$ cat src/rtl/spi_motor_cmd_ctrl_pkg.sv
// Shared constants for the SPI motor command decoder: opcodes, readback
// addresses, command word field positions and the settle FSM encoding.
package hr_pi_cmd_pkg;

  localparam logic [7:0] CMD_DRIVE     = 8'h00;
  localparam logic [7:0] CMD_SELECT    = 8'h01;
  localparam logic [7:0] CMD_DRIVE_ALL = 8'h02;
  localparam logic [7:0] CMD_STOP_ALL  = 8'h03;

  localparam logic [7:0] RB_DEBUG    = 8'h00;
  localparam logic [7:0] RB_ENC_BASE = 8'h01;
  localparam logic [7:0] RB_STATUS   = 8'hFE;

  localparam int CMD_MSB = 31;
  localparam int CMD_LSB = 24;
  localparam int SEL_MSB = 7;
  localparam int SEL_LSB = 0;

  typedef enum logic {
    SYNC_IDLE,
    SYNC_SETTLE
  } settle_state_t;

  function automatic logic [7:0] sat_inc8(input logic [7:0] v);
    return (v == 8'hFF) ? v : v + 8'd1;
  endfunction

endpackage

$ cat src/rtl/spi_motor_cmd_ctrl_if.sv
// SPI-slave side word handshake: word-complete flag, received word and the
// readback word returned to the SPI shifter.
interface spi_motor_cmd_ctrl_if;
  logic        data_ready;
  logic [31:0] SPI_data_in;
  logic [31:0] SPI_data_out;

  modport master (output data_ready, output SPI_data_in, input SPI_data_out);
  modport slave  (input data_ready, input SPI_data_in, output SPI_data_out);
endinterface

$ cat src/rtl/spi_motor_cmd_ctrl_ramp.sv
// One motor channel: target period register plus a current period that is
// slew-limited toward the target on each ramp tick.
module motor_ramp #(
  parameter int PWM_WIDTH    = 11,
  parameter int RAMP_STEP    = 0,
  parameter int RESET_PERIOD = 1
) (
  input  logic                 CLK_50,
  input  logic                 reset_n,
  input  logic                 write,
  input  logic [PWM_WIDTH-1:0] value,
  input  logic                 stop,
  input  logic                 tick,
  output logic [PWM_WIDTH-1:0] current
);

  localparam logic [PWM_WIDTH-1:0] RST_VAL = PWM_WIDTH'(RESET_PERIOD);
  localparam logic [31:0]          STEP32  = RAMP_STEP;

  logic [PWM_WIDTH-1:0] target;
  logic [PWM_WIDTH-1:0] diff;
  logic [PWM_WIDTH-1:0] step_amt;
  logic [PWM_WIDTH-1:0] current_next;

  // A tick in the same cycle as a write still steers toward the old target.
  always_comb begin
    diff         = (target >= current) ? (target - current) : (current - target);
    step_amt     = (STEP32 >= 32'(diff)) ? diff : STEP32[PWM_WIDTH-1:0];
    current_next = current;
    if (stop)
      current_next = '0;
    else if (RAMP_STEP == 0)
      current_next = write ? value : target;
    else if (tick) begin
      if (target > current)
        current_next = current + step_amt;
      else if (target < current)
        current_next = current - step_amt;
    end
  end

  always_ff @(posedge CLK_50 or negedge reset_n) begin
    if (!reset_n) begin
      target  <= RST_VAL;
      current <= RST_VAL;
    end else begin
      if (stop)
        target <= '0;
      else if (write)
        target <= value;
      current <= current_next;
    end
  end

endmodule

$ cat src/rtl/spi_motor_cmd_ctrl.sv
// SPI command decoder and motor register file: synchronises data_ready,
// executes command words after a settle delay and drives the readback mux.
module spi_motor_cmd_ctrl
  import hr_pi_cmd_pkg::*;
#(
  parameter int NUM_MOTORS    = 6,
  parameter int NUM_ENC       = 1,
  parameter int PWM_WIDTH     = 11,
  parameter int SETTLE_CYCLES = 11,
  parameter int RAMP_DIV      = 50000,
  parameter int RAMP_STEP     = 0,
  parameter int RESET_PERIOD  = 1
) (
  input  logic                            CLK_50,
  input  logic                            reset_n,
  spi_motor_cmd_ctrl_if.slave             spi,
  input  logic [NUM_ENC*16-1:0]           enc_count,
  input  logic [NUM_ENC-1:0]              enc_dir,
  output logic [NUM_MOTORS*PWM_WIDTH-1:0] motor_periods,
  output logic [PWM_WIDTH-1:0]            debug_period,
  output logic                            cmd_strobe,
  output logic                            cmd_error
);

  localparam int CNT_W    = $clog2(SETTLE_CYCLES + 1);
  localparam int DIV_W    = $clog2(RAMP_DIV + 1);
  localparam int ADDR_LSB = PWM_WIDTH;
  localparam logic [CNT_W-1:0]     SETTLE_LOAD = CNT_W'(SETTLE_CYCLES);
  localparam logic [DIV_W-1:0]     DIV_LAST    = DIV_W'(RAMP_DIV - 1);
  localparam logic [PWM_WIDTH-1:0] RST_VAL     = PWM_WIDTH'(RESET_PERIOD);

  logic dr_meta, dr_sync, dr_prev, rise;
  settle_state_t state, state_next;
  logic [CNT_W-1:0] settle_cnt;
  logic load_cnt, exec, drop;

  logic [7:0]           opcode, maddr, sel_addr, err_count, last_cmd;
  logic [PWM_WIDTH-1:0] value;
  logic [NUM_MOTORS-1:0] write_vec;
  logic valid, stop_all, sel_wr, dbg_wr;
  logic [DIV_W-1:0] div_cnt;
  logic tick;

  always_ff @(posedge CLK_50 or negedge reset_n) begin
    if (!reset_n) begin
      dr_meta <= 1'b0;
      dr_sync <= 1'b0;
      dr_prev <= 1'b0;
    end else begin
      dr_meta <= spi.data_ready;
      dr_sync <= dr_meta;
      dr_prev <= dr_sync;
    end
  end

  assign rise = dr_sync & ~dr_prev;

  always_ff @(posedge CLK_50 or negedge reset_n) begin
    if (!reset_n) state <= SYNC_IDLE;
    else          state <= state_next;
  end

  always_comb begin
    state_next = state;
    case (state)
      SYNC_IDLE:   if (rise) state_next = SYNC_SETTLE;
      SYNC_SETTLE: if (!rise && settle_cnt == '0) state_next = SYNC_IDLE;
      default:     state_next = SYNC_IDLE;
    endcase
  end

  // A fresh edge while settling restarts the countdown and drops the old word.
  always_comb begin
    load_cnt = rise;
    exec     = (state == SYNC_SETTLE) && !rise && (settle_cnt == '0);
    drop     = (state == SYNC_SETTLE) && rise;
  end

  always_ff @(posedge CLK_50 or negedge reset_n) begin
    if (!reset_n)
      settle_cnt <= '0;
    else if (load_cnt)
      settle_cnt <= SETTLE_LOAD;
    else if (state == SYNC_SETTLE && settle_cnt != '0)
      settle_cnt <= settle_cnt - CNT_W'(1);
  end

  assign opcode = spi.SPI_data_in[CMD_MSB:CMD_LSB];
  assign maddr  = spi.SPI_data_in[ADDR_LSB+7:ADDR_LSB];
  assign value  = spi.SPI_data_in[PWM_WIDTH-1:0];

  always_comb begin
    valid     = 1'b0;
    stop_all  = 1'b0;
    sel_wr    = 1'b0;
    dbg_wr    = 1'b0;
    write_vec = '0;
    if (exec) begin
      case (opcode)
        CMD_DRIVE: begin
          for (int i = 0; i < NUM_MOTORS; i++)
            write_vec[i] = (maddr == 8'(i));
          valid  = (maddr < 8'(NUM_MOTORS));
          dbg_wr = valid;
        end
        CMD_SELECT: begin
          valid  = 1'b1;
          sel_wr = 1'b1;
        end
        CMD_DRIVE_ALL: begin
          valid     = 1'b1;
          dbg_wr    = 1'b1;
          write_vec = '1;
        end
        CMD_STOP_ALL: begin
          valid    = 1'b1;
          stop_all = 1'b1;
        end
        default: valid = 1'b0;
      endcase
    end
  end

  always_ff @(posedge CLK_50 or negedge reset_n) begin
    if (!reset_n) begin
      cmd_strobe   <= 1'b0;
      cmd_error    <= 1'b0;
      err_count    <= 8'h00;
      sel_addr     <= 8'h00;
      last_cmd     <= 8'h00;
      debug_period <= RST_VAL;
    end else begin
      cmd_strobe <= exec & valid;
      cmd_error  <= (exec & ~valid) | drop;
      if ((exec & ~valid) | drop)
        err_count <= sat_inc8(err_count);
      if (exec)
        last_cmd <= opcode;
      if (sel_wr)
        sel_addr <= spi.SPI_data_in[SEL_MSB:SEL_LSB];
      if (dbg_wr)
        debug_period <= value;
    end
  end

  always_ff @(posedge CLK_50 or negedge reset_n) begin
    if (!reset_n) div_cnt <= '0;
    else          div_cnt <= tick ? '0 : div_cnt + DIV_W'(1);
  end

  assign tick = (div_cnt == DIV_LAST);

  for (genvar g = 0; g < NUM_MOTORS; g++) begin : g_motor
    motor_ramp #(
      .PWM_WIDTH   (PWM_WIDTH),
      .RAMP_STEP   (RAMP_STEP),
      .RESET_PERIOD(RESET_PERIOD)
    ) u_ramp (
      .CLK_50 (CLK_50),
      .reset_n(reset_n),
      .write  (write_vec[g] & ~stop_all),
      .value  (value),
      .stop   (stop_all),
      .tick   (tick),
      .current(motor_periods[g*PWM_WIDTH +: PWM_WIDTH])
    );
  end

  // Unmapped readback addresses echo the last received word.
  always_comb begin
    spi.SPI_data_out = spi.SPI_data_in;
    if (sel_addr == RB_DEBUG)
      spi.SPI_data_out = 32'(debug_period);
    else if (sel_addr == RB_STATUS)
      spi.SPI_data_out = {16'h0000, err_count, last_cmd};
    else
      for (int k = 0; k < NUM_ENC; k++)
        if (sel_addr == RB_ENC_BASE + 8'(k))
          spi.SPI_data_out = {15'b0, enc_dir[k], enc_count[k*16 +: 16]};
  end

endmodule

$ cat src/flat_wrapper.sv
// flat-port wrapper written by rule: the top's interface ports become plain ports
module spi_motor_cmd_ctrl_flat import hr_pi_cmd_pkg::*;
#(
  parameter int NUM_MOTORS    = 6,
  parameter int NUM_ENC       = 1,
  parameter int PWM_WIDTH     = 11,
  parameter int SETTLE_CYCLES = 11,
  parameter int RAMP_DIV      = 50000,
  parameter int RAMP_STEP     = 0,
  parameter int RESET_PERIOD  = 1
)
  (CLK_50, reset_n, enc_count, enc_dir, motor_periods, debug_period, cmd_strobe, cmd_error, spi_data_ready, spi_SPI_data_in, spi_SPI_data_out);
  spi_motor_cmd_ctrl_if spi_i ();
  input  logic CLK_50;
  input  logic reset_n;
  input  logic [NUM_ENC*16-1:0] enc_count;
  input  logic [NUM_ENC-1:0] enc_dir;
  output logic [NUM_MOTORS*PWM_WIDTH-1:0] motor_periods;
  output logic [PWM_WIDTH-1:0] debug_period;
  output logic cmd_strobe;
  output logic cmd_error;
  input wire logic [$bits(spi_i.data_ready)-1:0] spi_data_ready;
  input wire logic [$bits(spi_i.SPI_data_in)-1:0] spi_SPI_data_in;
  output wire logic [$bits(spi_i.SPI_data_out)-1:0] spi_SPI_data_out;
  assign spi_i.data_ready = spi_data_ready;
  assign spi_i.SPI_data_in = spi_SPI_data_in;
  assign spi_SPI_data_out = spi_i.SPI_data_out;
  spi_motor_cmd_ctrl #(.NUM_MOTORS(NUM_MOTORS), .NUM_ENC(NUM_ENC), .PWM_WIDTH(PWM_WIDTH), .SETTLE_CYCLES(SETTLE_CYCLES), .RAMP_DIV(RAMP_DIV), .RAMP_STEP(RAMP_STEP), .RESET_PERIOD(RESET_PERIOD)) u_core (.CLK_50(CLK_50), .reset_n(reset_n), .spi(spi_i), .enc_count(enc_count), .enc_dir(enc_dir), .motor_periods(motor_periods), .debug_period(debug_period), .cmd_strobe(cmd_strobe), .cmd_error(cmd_error));
endmodule
$ cat config.mk
export PLATFORM = sky130hd
export DESIGN_NAME = spi_motor_cmd_ctrl_flat
export DESIGN_NICKNAME = d
export VERILOG_FILES = /design/src/rtl/spi_motor_cmd_ctrl_pkg.sv /design/src/rtl/spi_motor_cmd_ctrl_if.sv /design/src/rtl/spi_motor_cmd_ctrl_ramp.sv /design/src/rtl/spi_motor_cmd_ctrl.sv /design/src/flat_wrapper.sv
export SDC_FILE = /design/constraint.sdc
export NUM_CORES = 1
export LEC_CHECK = 0
export BUFFER_PORTS_ARGS = -buffer_cell sky130_fd_sc_hd__buf_4
export CELL_PAD_IN_SITES_DETAIL_PLACEMENT = 1
export CELL_PAD_IN_SITES_GLOBAL_PLACEMENT = 1
export CORE_ASPECT_RATIO = 1.1
export CORE_MARGIN = 5
export CORE_UTILIZATION = 39
export DETAILED_ROUTE_END_ITERATION = 6
export MAX_ROUTING_LAYER = met4
export PLACE_DENSITY_LB_ADDON = 0.1
export SLEW_MARGIN = 25
export SYNTH_ARGS = -nofsm -noshare
export SYNTH_HDL_FRONTEND = slang
export SYNTH_SLANG_ARGS = --single-unit
$ cat constraint.sdc
create_clock -name CLK_50 -period 2.7 [get_ports CLK_50]
set_input_delay 0.135 -clock CLK_50 [delete_from_list [all_inputs] [get_ports CLK_50]]
set_output_delay 0.135 -clock CLK_50 [all_outputs]
set_load 0.005 [all_outputs]
# Word level (Yosys, flattened, before mapping)
# Cells that the tools add are included.
# op_classes
add_sub_neg	2
magnitude_cmp	1
n_eq_ne	11
mux	30
n_bitwise	15
reduce_logical	20
# op_table
cell	count
$mux W11	12
$mux W32	3
$eq A8 B2 Y1 const B	4
$eq A8 B1 Y1 const B	3
$logic_not A8 Y1	3
$eq A8 B3 Y1 const B	2
$eq A8 B8 Y1 const B	2
$reduce_bool A2 Y1	7
$pmux W6 S2	1
$and A1 B1 Y1	9
$add A8 B1 Y8 const B	1
$lt A8 B3 Y1 const B	1
$mux W1	8
$mux W4	2
$mux W6	1
$pmux W1 S2	3
$logic_and A1 B1 Y1	5
$not A1 Y1	5
$logic_not A4 Y1	1
$reduce_bool A4 Y1	1
$sub A4 B1 Y4 const B	1
$reduce_or A3 Y1	1
$reduce_and A2 Y1	1
$logic_not A1 Y1	1
$or A1 B1 Y1	1
# word_totals
register_bits	111
input_bits	52

# Longest topological paths before layout
# Gate-level depths: netlist of run 1.
# depth
depth_word	10
ltp_mapped	10
ltp_nobuf	7

# Hierarchy
# From an unflattened synthesis of run 1, not the netlist that was laid out.
# unflattened
cells_unflattened	521
hier_area_um2	5968.2
# modules_own_cells
mod	n_inst	cells_per_inst	area_each_um2
spi_motor_cmd_ctrl	1	311	3310.7
motor_ramp	6	35	442.9

# Least setup slack after synthesis of run 1
# OpenSTA, ideal clock, no wires.
# synth_timing
path_type	reg2reg
start	reg u_core.settle_cnt[0]
end	reg u_core.debug_period[1]
setup_ps	125
arrival_time_ps	2043
required_time_ps	2575
path_slack_ps	532
stages_incl_launch_ff	10
n_path_buf	2
period_less_slack_ps	2168
path_cell_list	dfrtp_1 -> inv_1 -> ha_1 -> nor3b_1 -> and3_1 -> clkbuf_1 -> nand2_1 -> nor3_1 -> buf_4 -> mux2_2
# synth_between
elab_chain_len	3
# synth_rtl
item	line_no	rtl
start, declared	spi_motor_cmd_ctrl.sv:34	logic [CNT_W-1:0] settle_cnt;
start signal, assigned	spi_motor_cmd_ctrl.sv:85	settle_cnt <= settle_cnt - CNT_W'(1);
$logic_not A4 Y1	spi_motor_cmd_ctrl.sv:75	exec = (state == SYNC_SETTLE) && !rise && (settle_cnt == '0);
$logic_and A1 B1 Y1	spi_motor_cmd_ctrl.sv:75	
$mux W1	spi_motor_cmd_ctrl.sv:98	if (exec) begin
end signal, assigned	spi_motor_cmd_ctrl.sv:142	debug_period <= value;
end, declared	spi_motor_cmd_ctrl.sv:20	output logic [PWM_WIDTH-1:0] debug_period,
# Every way passes these cells.
# A chain may end at the register's enable or synchronous reset.

# Final worst setup path of run 1
# layout_timing
start	reg u_core.sel_addr[5]
end	out spi_SPI_data_out[1]
# layout_between
elab_chain_len	4
elab_cells_between_ends	6
# layout_rtl
item	line_no	rtl
start, declared	spi_motor_cmd_ctrl.sv:37	logic [7:0] opcode, maddr, sel_addr, err_count, last_cmd;
start signal, assigned	spi_motor_cmd_ctrl.sv:140	sel_addr <= spi.SPI_data_in[SEL_MSB:SEL_LSB];
$eq A8 B1 Y1	spi_motor_cmd_ctrl.sv:178	if (sel_addr == RB_ENC_BASE + 8'(k))
$mux W32	spi_motor_cmd_ctrl.sv:178	
$mux W32	spi_motor_cmd_ctrl.sv:174	else if (sel_addr == RB_STATUS)
$mux W32 *	spi_motor_cmd_ctrl.sv:172	if (sel_addr == RB_DEBUG)
end, declared	flat_wrapper.sv:24	output wire logic [$bits(spi_i.SPI_data_out)-1:0] spi_SPI_data_out;
# Every way passes the cells marked *; elsewhere a longest branch is shown, timed or not.

==> metrics.txt, run 1 <==
Layout fillers=1353; vias in the first global route=4284; maximum VDD drop=0.0002904 V; largest cells by area after synthesis=dfrtp_1 (53%), a22o_1 (12%), mux2_2 (4.6%), dfstp_2 (3.7%), mux2i_1 (3.2%); syn nets=477; first-pass GRT wire length=24.36 mm; DR WL/cell=21.42 um; clock buffer count from CTS=9; most common cell after layout, fill and taps aside=buf_4; period utilization=0.9557; Max transition margin=0.4326; most used cell, CP=buf_4; Clock Path Buffers=2; largest net degree at the start of global routing=70; # rows=43; slowest CP cell=or4_4; Final Hold Viols=0; vias=4119; Final Util=0.5356; HP Class=input port to flop; synth warn=0; # nets final=634; 1st-iter DRT viols=297; Starting Density=0.3948; RR Endpoint=u_core.sel_addr[6]; status=completed; max_cap viols=0; Synth area leader=dfrtp_1; R2R depth=7; Pwr per Cell Area=573.0 mW/mm2; die height=about 130 um; CTS Sinks=111; crit path kind=flop to output port; ant diodes=0; min Tclk post-route=2.581 ns; cell chain of the critical path=or4_4 > nor4_4 > buf_4 > nand2_4 > buf_4 > mux2i_1 > o21ai_0 > buf_4; CTS Root Cell=clkbuf_16; Static Leak=3.444 nW; Post-DRT Antenna Nets=0; commonest cells after routing, fill and taps aside=buf_4 (177), dfrtp_1 (104), a22o_1 (66); remaining design rule violation count=0; layout cells sized above 1=0.3973; sequential-to-total area share from yosys stat=0.5654; P&R area growth vs syn=35.64%; Worst-Margin Slew=between 0.8 and 0.9 ns; fmax=387.5 MHz; r2r startpoint=u_core.settle_cnt[0]; area of the multi-input gates=0.001993 mm2; Die W=117.2 um; hold path start=spi_SPI_data_in[28]; delay of the slowest critical-path stage=0.55 ns; clk_lat worst skew=0.35 ns; Hold EP=u_core.last_cmd[4]; Yosys cell types=44; Core Region=0.01248 mm2; TritonCTS clock tree=built; Detail Placement HPWL=11.56 mm; Yosys reg bits=111; GRT overflow=0; die area=0.01499 mm2; total power=3.830 mW; via density per instance=5.559; flop-to-flop setup slack=0.18 ns; worst path arrival time=2.45 ns; critical path peak fanout=6; setup_tns=0 ns; H-tree levels=3; clock skew=~0.0088 ns; Req. time, crit path=2.57 ns; DR pass1 iterations=4; Register Area=0.002786 mm2; Worst setup EP type=output port; GPL Wtd Cong=0.8455; Startpoint Class=flop; Hold Path Cell Cnt=3; Synth Area per Inst=between 10 and 15 um2; input/output buffers=~160; Setup-failing EPs final=0; initial antenna violation count=0; Max Slew Vio Count=0; Worst-path clk slew=0.07 ns; total track usage=0.2195; mapped cell area=0.004928 mm2; routed wire length=15.87 mm; area share of the largest cell type after synthesis=0.5281; Post-Syn Instances=422; Ports=163
layer usage:
layer / wire [um] / GRT usage / share of wire / vias up
met3: 891 / 0.03352 / 0.056 / 23
met4: 287 / 0.07692 / 0.018 / 0
met1: 7076 / 0.2980 / 0.45 / 2105
met5: 0 / - / 0 / -
met2: 7614 / 0.3352 / 0.48 / 141
li1: - / - / - / 1850
stage by stage:
| step | std cells | setup slack (ns) | hold slack, ns | cell area [um2] |
|---|---|---|---|---|
| after floorplan | 422 | 0.5323 | -0.1606 | 4928 |
| after global placement | 716 | 0.1845 | 0.1560 | 6275 |
| after detailed placement | 716 | 0.1814 | 0.1707 | 6275 |
| after CTS | 735 | 0.03711 | 0.01238 | 6610 |
| after global routing | 741 | -0.01163 | 0.02825 | 6685 |
| final | 741 | 0.1195 | 0.02176 | 6685 |
state kept, by name, indices dropped and copies added, names as in the netlist:
| name | count |
|---|---|
| u_core.state | 1 |
| u_core.cmd_error | 1 |
| u_core.sel_addr | 8 |
| u_core.err_count | 8 |
| u_core.cmd_strobe | 1 |
| u_core.settle_cnt | 4 |
| u_core.g_motor.u_ramp.current | 66 |
| u_core.last_cmd | 8 |
| u_core.dr_meta | 1 |
| u_core.debug_period | 11 |
| u_core.dr_prev | 1 |
| u_core.dr_sync | 1 |
worst max-delay path by stage:
stage | startpoint | end | slack (ns)
floorplan | u_core.settle_cnt[0] | u_core.debug_period[1] | 0.53
global placement | u_core.sel_addr[5] | spi_SPI_data_out[3] | 0.18
detailed placement | u_core.settle_cnt[0] | u_core.g_motor[2].u_ramp.current[3] | 0.18
CTS | u_core.sel_addr[5] | spi_SPI_data_out[3] | 0.04
global route | u_core.sel_addr[5] | spi_SPI_data_out[11] | -0.01
finish | u_core.sel_addr[5] | spi_SPI_data_out[1] | 0.12
synth_stat cells, drive strengths merged:
library cell / number
and2: 17
clkbuf: 6
and4: 1
ha: 3
mux2: 20
inv: 5
nand3: 7
nand2: 36
a21oi: 3
nor4: 4
nor3b: 2
dfrtp: 104
and3: 7
a22o: 66
or3: 1
o31ai: 2
o21ai: 28
nor2: 11
nand4b: 1
o211ai: 1
buf: 30
mux2i: 16
nor3: 6
nor2b: 2
xor2: 2
or4: 4
a211o: 1
nand4: 4
a22oi: 11
or2: 1
nand2b: 4
dfstp: 7
a31oi: 2
a41oi: 1
xnor2: 6
timing repair:
| item | CTS | global route |
|---|---|---|
| setup buffers | 0 | 6 |
| hold buffers | 3 | 0 |
| endpoints found under the hold margin | 43 | 0 |
| gates resized for setup | 2 | 10 |
| pin swaps | 0 | 2 |
| endpoints found under the setup margin | 16 | 36 |
where the power goes:
| part | internal [mW] | switching, mW |
|---|---|---|
| combinational | 0.258 | 0.300 |
| sequential | 1.81 | 0.130 |
| clock | 0.723 | 0.606 |
| total | 2.79 | 1.04 |
final cells by class:
| class | count | area share |
|---|---|---|
| clock inverter | 5 | 0.008797 |
| multi-input combinational | 270 | 0.2981 |
| tap | 157 | 0.02938 |
| timing repair buffer | 182 | 0.2092 |
| sequential | 111 | 0.4168 |
| clock buffer | 11 | 0.03481 |
| inverter | 5 | 0.002807 |
critical path, delay by kind of cell (launching register included):
family | cells | cell delay [ns]
AOI/OAI and AO/OA | 1 | 0.19
DFF | 1 | 0.39
buffers and inverters | 3 | 0.49
muxes | 1 | 0.11
and+or+nand+nor | 3 | 0.91
kinds of logic after synthesis:
group / share of synthesized area
AOI/OAI and AO/OA: 0.1775
DFF: 0.5654
and+or+nand+nor: 0.1206
buffers and inverters: 0.03656
muxes: 0.07819
xor gates and xnor gates: 0.01422
adders and majority gates: 0.007617
(Power assumes the default switching activity.)
==> inputs of run 2 (changes only) <==
--- a/config.mk
+++ b/config.mk
@@ -8,7 +8,6 @@
 export BUFFER_PORTS_ARGS = -buffer_cell sky130_fd_sc_hd__buf_4
 export CELL_PAD_IN_SITES_DETAIL_PLACEMENT = 1
 export CELL_PAD_IN_SITES_GLOBAL_PLACEMENT = 1
-export CORE_ASPECT_RATIO = 1.1
 export CORE_MARGIN = 5
 export CORE_UTILIZATION = 39
 export DETAILED_ROUTE_END_ITERATION = 6
==> run 2 against run 1 <==
Compared with the run above: global-route usage increased by 0.40 points; highest routed layer unchanged; first-iteration DRC count decreased by 16%; maximum frequency decreased by 0.72%; clock power increased by 4%; die area about the same; sequential share of layout area about the same; setup slack got worse by 0.019 ns.
==> metrics.txt, run 2 (synthesis results as in run 1) <==
DR pass1 iterations=4; Core Region=0.01252 mm2; max_cap viols=0; CTS Root Cell=clkbuf_16; Place WS=approximately 0.23 ns; largest net degree at the start of global routing=74; die area=around 0.015 mm2; delay of the slowest critical-path stage=0.58 ns; maximum VDD drop=0.0003359 V; Clock Path Buffers=2; CTS Sinks=about 110; total power=3.875 mW; max FFs per register=66; cell chain of the critical path=or4_1 > nor4_4 > nor2b_4 > buf_6 > a22oi_1 > o21ai_1 > buf_4; vias=4111; Worst-Margin Slew=0.9065 ns; Max Slew Vio Count=0; layout cells sized above 1=0.3941; Detail Placement HPWL=between 10 and 15 mm; first-pass GRT wire length=24.90 mm; RSZ-0062 raised after global routing=yes; clock skew=0.005763 ns; Pwr per Cell Area=slightly below 600 mW/mm2; period utilization=0.9627; GRT overflow=0; Startpoint Class=flop; TritonCTS clock tree=built; Final Hold Viols=0; post-placement cell count=about 730; critical path peak fanout=11; biggest regs=u_core.g_motor.u_ramp.current (66), u_core.debug_period (11); HP Class=input port to flop; fmax=384.7 MHz; input/output buffers=162; Max transition margin=0.3916; most common cell after layout, fill and taps aside=buf_4; Post-Layout Cell Count=753; Req. time, crit path=~2.6 ns; Post-DRT Antenna Nets=0; clk_lat worst skew=0.35 ns; commonest cells after routing, fill and taps aside=buf_4 (175), dfrtp_1 (104), a22o_1 (66); min Tclk post-route=2.599 ns; status=completed; die height=122.4 um; Crit path max-delay family=simple AND/OR/NAND/NOR gates; DR WL/cell=21.24 um; slowest CP cell=or4_1; GPL Wtd Cong=0.8285; via density per instance=5.459; most flop-heavy register=u_core.g_motor.u_ramp.current; Setup-failing EPs final=0; ant diodes=0; initial antenna violation count=0; Placed Area=0.006294 mm2; final worst setup slack=0.1008 ns; setup_tns=0 ns; Die W=around 120 um; remaining design rule violation count=0; Ports=163; routed wire length=15.99 mm; H-tree levels=3; Static Leak=approximately 3.5 nW; P&R area growth vs syn=35.59%; # rows=between 40 and 50; worst path arrival time=about 2.5 ns; 1st-iter DRT viols=250; Worst setup EP type=output port; clock buffer count from CTS=9; crit path kind=flop to output port; Worst-path clk slew=0.07 ns; # nets final=631; vias in the first global route=4346; final instance area=0.006683 mm2; crit path buf inv count=2; total track usage=0.2236; Starting Density=0.3937
==> run 2: per-stage QoR <==
step / hold slack, ns / utilization
3_5_place_dp: 0.1475 / 0.5028
3_3_place_gp: 0.1371 / 0.5028
2_1_floorplan: -0.1606 / -
6_report: 0.01016 / 0.5339
4_1_cts: 0.002651 / 0.5301
5_1_grt: 0.01729 / 0.5339
==> run 2: power breakdown <==
group          switching [mW]  internal (mW)
clock network           0.624          0.756
registers               0.132           1.81
logic                   0.294          0.256
==> run 2: routing by layer <==
layer  wire length, um  up-vias  global-route usage
met3               998       16             0.03779
met2              7578      151              0.3483
met4               198        0             0.06088
met5                 0        -                   -
li1                  -     1851                   -
met1              7219     2093              0.3048
==> run 2: worst paths after layout <==
| check | slack [ns] | start | depth (start not counted) | endpoint |
|---|---|---|---|---|
| min in group asynchronous | 0.31 | reset_n | 2 | u_core.g_motor[5].u_ramp.current[3] |
| max | 0.10 | u_core.sel_addr[5] | 7 | spi_SPI_data_out[2] |
| min reg2reg | 0.36 | u_core.dr_meta | 0 | u_core.dr_sync |
| min | 0.01 | spi_SPI_data_in[31] | 3 | u_core.last_cmd[7] |
| max in group asynchronous | 1.59 | reset_n | 3 | u_core.g_motor[3].u_ramp.current[0] |
| max reg2reg | 0.15 | u_core.settle_cnt[0] | 7 | u_core.g_motor[2].u_ramp.current[0] |
==> run 2: area by class of cell <==
type,count,area [um2]
multi-input cells,270,1989
inverters,5,18.77
fillers,1390,5834
repair buffers,179,1365
well taps,172,215.2
flip-flops and latches,111,2786
clock inverters,5,65.06
clock buffers,11,242.7
==> run 2: tightest hold or removal path, stage by stage <==
cell and delay, ns:
buf_4 0.09, nand2_1 0.04, nand2_1 0.05
==> run 2: what timing repair did <==
| item | CTS | global route |
|---|---|---|
| hold buffers | 2 | 0 |
| pin swaps | 0 | 2 |
| hold endpoints to repair | 37 | 0 |
| setup endpoints to repair | 16 | 27 |
| resized for setup | 2 | 7 |
| setup buffers | 0 | 4 |
==> inputs of run 3 (changes only) <==
--- a/config.mk
+++ b/config.mk
@@ -8,12 +8,13 @@
 export BUFFER_PORTS_ARGS = -buffer_cell sky130_fd_sc_hd__buf_4
 export CELL_PAD_IN_SITES_DETAIL_PLACEMENT = 1
 export CELL_PAD_IN_SITES_GLOBAL_PLACEMENT = 1
+export CORE_ASPECT_RATIO = 0.5
 export CORE_MARGIN = 5
 export CORE_UTILIZATION = 39
 export DETAILED_ROUTE_END_ITERATION = 6
 export MAX_ROUTING_LAYER = met4
 export PLACE_DENSITY_LB_ADDON = 0.1
-export SLEW_MARGIN = 25
+export SLEW_MARGIN = 5
 export SYNTH_ARGS = -nofsm -noshare
 export SYNTH_HDL_FRONTEND = slang
 export SYNTH_SLANG_ARGS = --single-unit
==> run 3 against run 2 <==
Compared with the run above: cell count grew 0.13%; combinational power is essentially flat; critical path depth is the same; clock skew grew 0.0071 ns; routed wire length shrank 0.60%; sequential cell count is the same; largest cell class unchanged; highest routed layer unchanged.
==> metrics.txt, run 3 (synthesis results as in run 1) <==
Core Region=~0.013 mm2; most common cell after layout, fill and taps aside=buf_4; TritonCTS clock tree=built; clock buffer count from CTS=9; vias in the first global route=4203; initial antenna violation count=0; slowest CP cell=or4_1; Starting Density=0.3937; Comb pwr share=0.146; fmax=393.2 MHz; H-tree levels=3; # nets final=634; delay of the slowest critical-path stage=0.59 ns; # rows=29; most flop-heavy register=u_core.g_motor.u_ramp.current; Place WS=0.1855 ns; switch share=0.2818; post-placement cell count=732; most used cell, CP=buf_4; status=completed; HP Class=input port to flop; Crit path max-delay family=simple AND/OR/NAND/NOR gates; Detail Placement HPWL=roughly 12 mm; crit path buf inv count=2; 1st-iter DRT viols=233; layout cells sized above 1=0.3904; vias=4109; first-pass GRT wire length=approximately 24 mm; total power=~3.8 mW; period utilization=0.9419; Post-DRT Antenna Nets=0; Setup-failing EPs final=0; Startpoint Class=flop; cell chain of the critical path=or4_1 > nor4_4 > nor2b_1 > buf_4 > a22oi_1 > o21ai_0 > buf_4; largest net degree at the start of global routing=57; CTS Sinks=111; GPL Wtd Cong=0.8551; clk_lat worst skew=about 0.36 ns; worst path arrival time=2.41 ns; crit path kind=flop to output port; maximum VDD drop=0.0002625 V; P&R area growth vs syn=35.59%; internal power=~2.7 mW; min Tclk post-route=~2.5 ns; via density per instance=5.450; power share of the clock group=0.343; routed wire length=15.90 mm; ant diodes=0; register share of total power=0.511; Placed Area=0.006314 mm2; critical path peak fanout=11; DR WL/cell=21.08 um; Pwr per Cell Area=567.0 mW/mm2; Final Hold Viols=0; Max Slew Vio Count=0; Worst-path clk slew=0.08 ns; Clock Path Buffers=2; Static Leak=3.447 nW; Psw=approximately 1.1 mW; die height=89.49 um; Final Util=0.5338; commonest cells after routing, fill and taps aside=buf_4 (175), dfrtp_1 (104), a22o_1 (66); hold slack final=0.005951 ns; Worst setup EP type=output port; Worst-Margin Slew=0.8967 ns; CTS Root Cell=clkbuf_16; remaining design rule violation count=0; final worst setup slack=0.1569 ns; GRT overflow=0; Die W=169.0 um; number of post-CTS setup repair buffers=0; final instance area=0.006683 mm2; Ports=roughly 160; total track usage=0.2162; Req. time, crit path=approximately 2.6 ns; setup_tns=0 ns; Post-Layout Cell Count=754; input/output buffers=162; DR pass1 iterations=4; RSZ-0062 raised after global routing=no; clock skew=0.01289 ns; die area=between 0.015 and 0.02 mm2; max FFs per register=66; Max transition margin=0.3982; max_cap viols=0; biggest regs=u_core.g_motor.u_ramp.current (66), u_core.debug_period (11)
run 3: cell count changes in the layout (fill, tap and decap cells not counted), sizes merged:
cell,previous run,this run
bufinv,1,0
dlygate4sd3,2,6
clkinvlp,2,1
inv,7,8
clkinv,0,2
clkbuf,11,10
buf,177,176
run 3: final cells by class:
| cell class | instances | area (um2) |
|---|---|---|
| multi-input cells | 270 | 1981 |
| repair buffers | 182 | 1394 |
| clock inverters | 6 | 61.31 |
| inverters | 5 | 18.77 |
| clock buffers | 10 | 229.0 |
| fillers | 1396 | 5836 |
| well taps | 170 | 212.7 |
| flip-flops and latches | 111 | 2786 |
run 3: metal layers:
layer	share of wire	GRT usage	wire (um)	vias to the layer above
li1	-	-	-	1859
met1	0.47	0.3030	7456	2100
met2	0.45	0.3324	7221	143
met3	0.072	0.04947	1151	7
met4	0.0043	0.02995	69	0
met5	0	-	0	-
run 3: repair_timing:
| action | 4_1_cts | 5_1_grt |
|---|---|---|
| gates cloned | 0 | 0 |
| hold buffers | 6 | 0 |
| endpoints found under the setup margin | 9 | 39 |
| endpoints found under the hold margin | 37 | 0 |
| gates resized for setup | 1 | 3 |
run 3: power by group through the flow:
stage,logic (mW),clock network [mW],registers (mW)
floorplan,0.302,0,1.92
global placement,0.528,0,1.96
detailed placement,0.550,0,1.96
CTS,0.565,1.33,1.94
global route,0.623,1.39,1.95
finish,0.554,1.30,1.94
run 3: path summary, 6_finish.rpt:
check	from	depth (start not counted)	slack [ns]	end
max in group asynchronous	reset_n	3	1.70	u_core.g_motor[3].u_ramp.current[0]
max reg2reg	u_core.settle_cnt[0]	7	0.17	u_core.sel_addr[3]
min in group asynchronous	reset_n	2	0.28	u_core.dr_meta
max	u_core.sel_addr[5]	7	0.16	spi_SPI_data_out[8]
min	spi_SPI_data_in[30]	3	0.006	u_core.last_cmd[6]
min reg2reg	u_core.dr_meta	0	0.35	u_core.dr_sync
run 3: tightest hold or removal path: cells and delay by family:
kind	cells	cell delay [ns]
buf+inv	1	0.10
simple gates	2	0.10
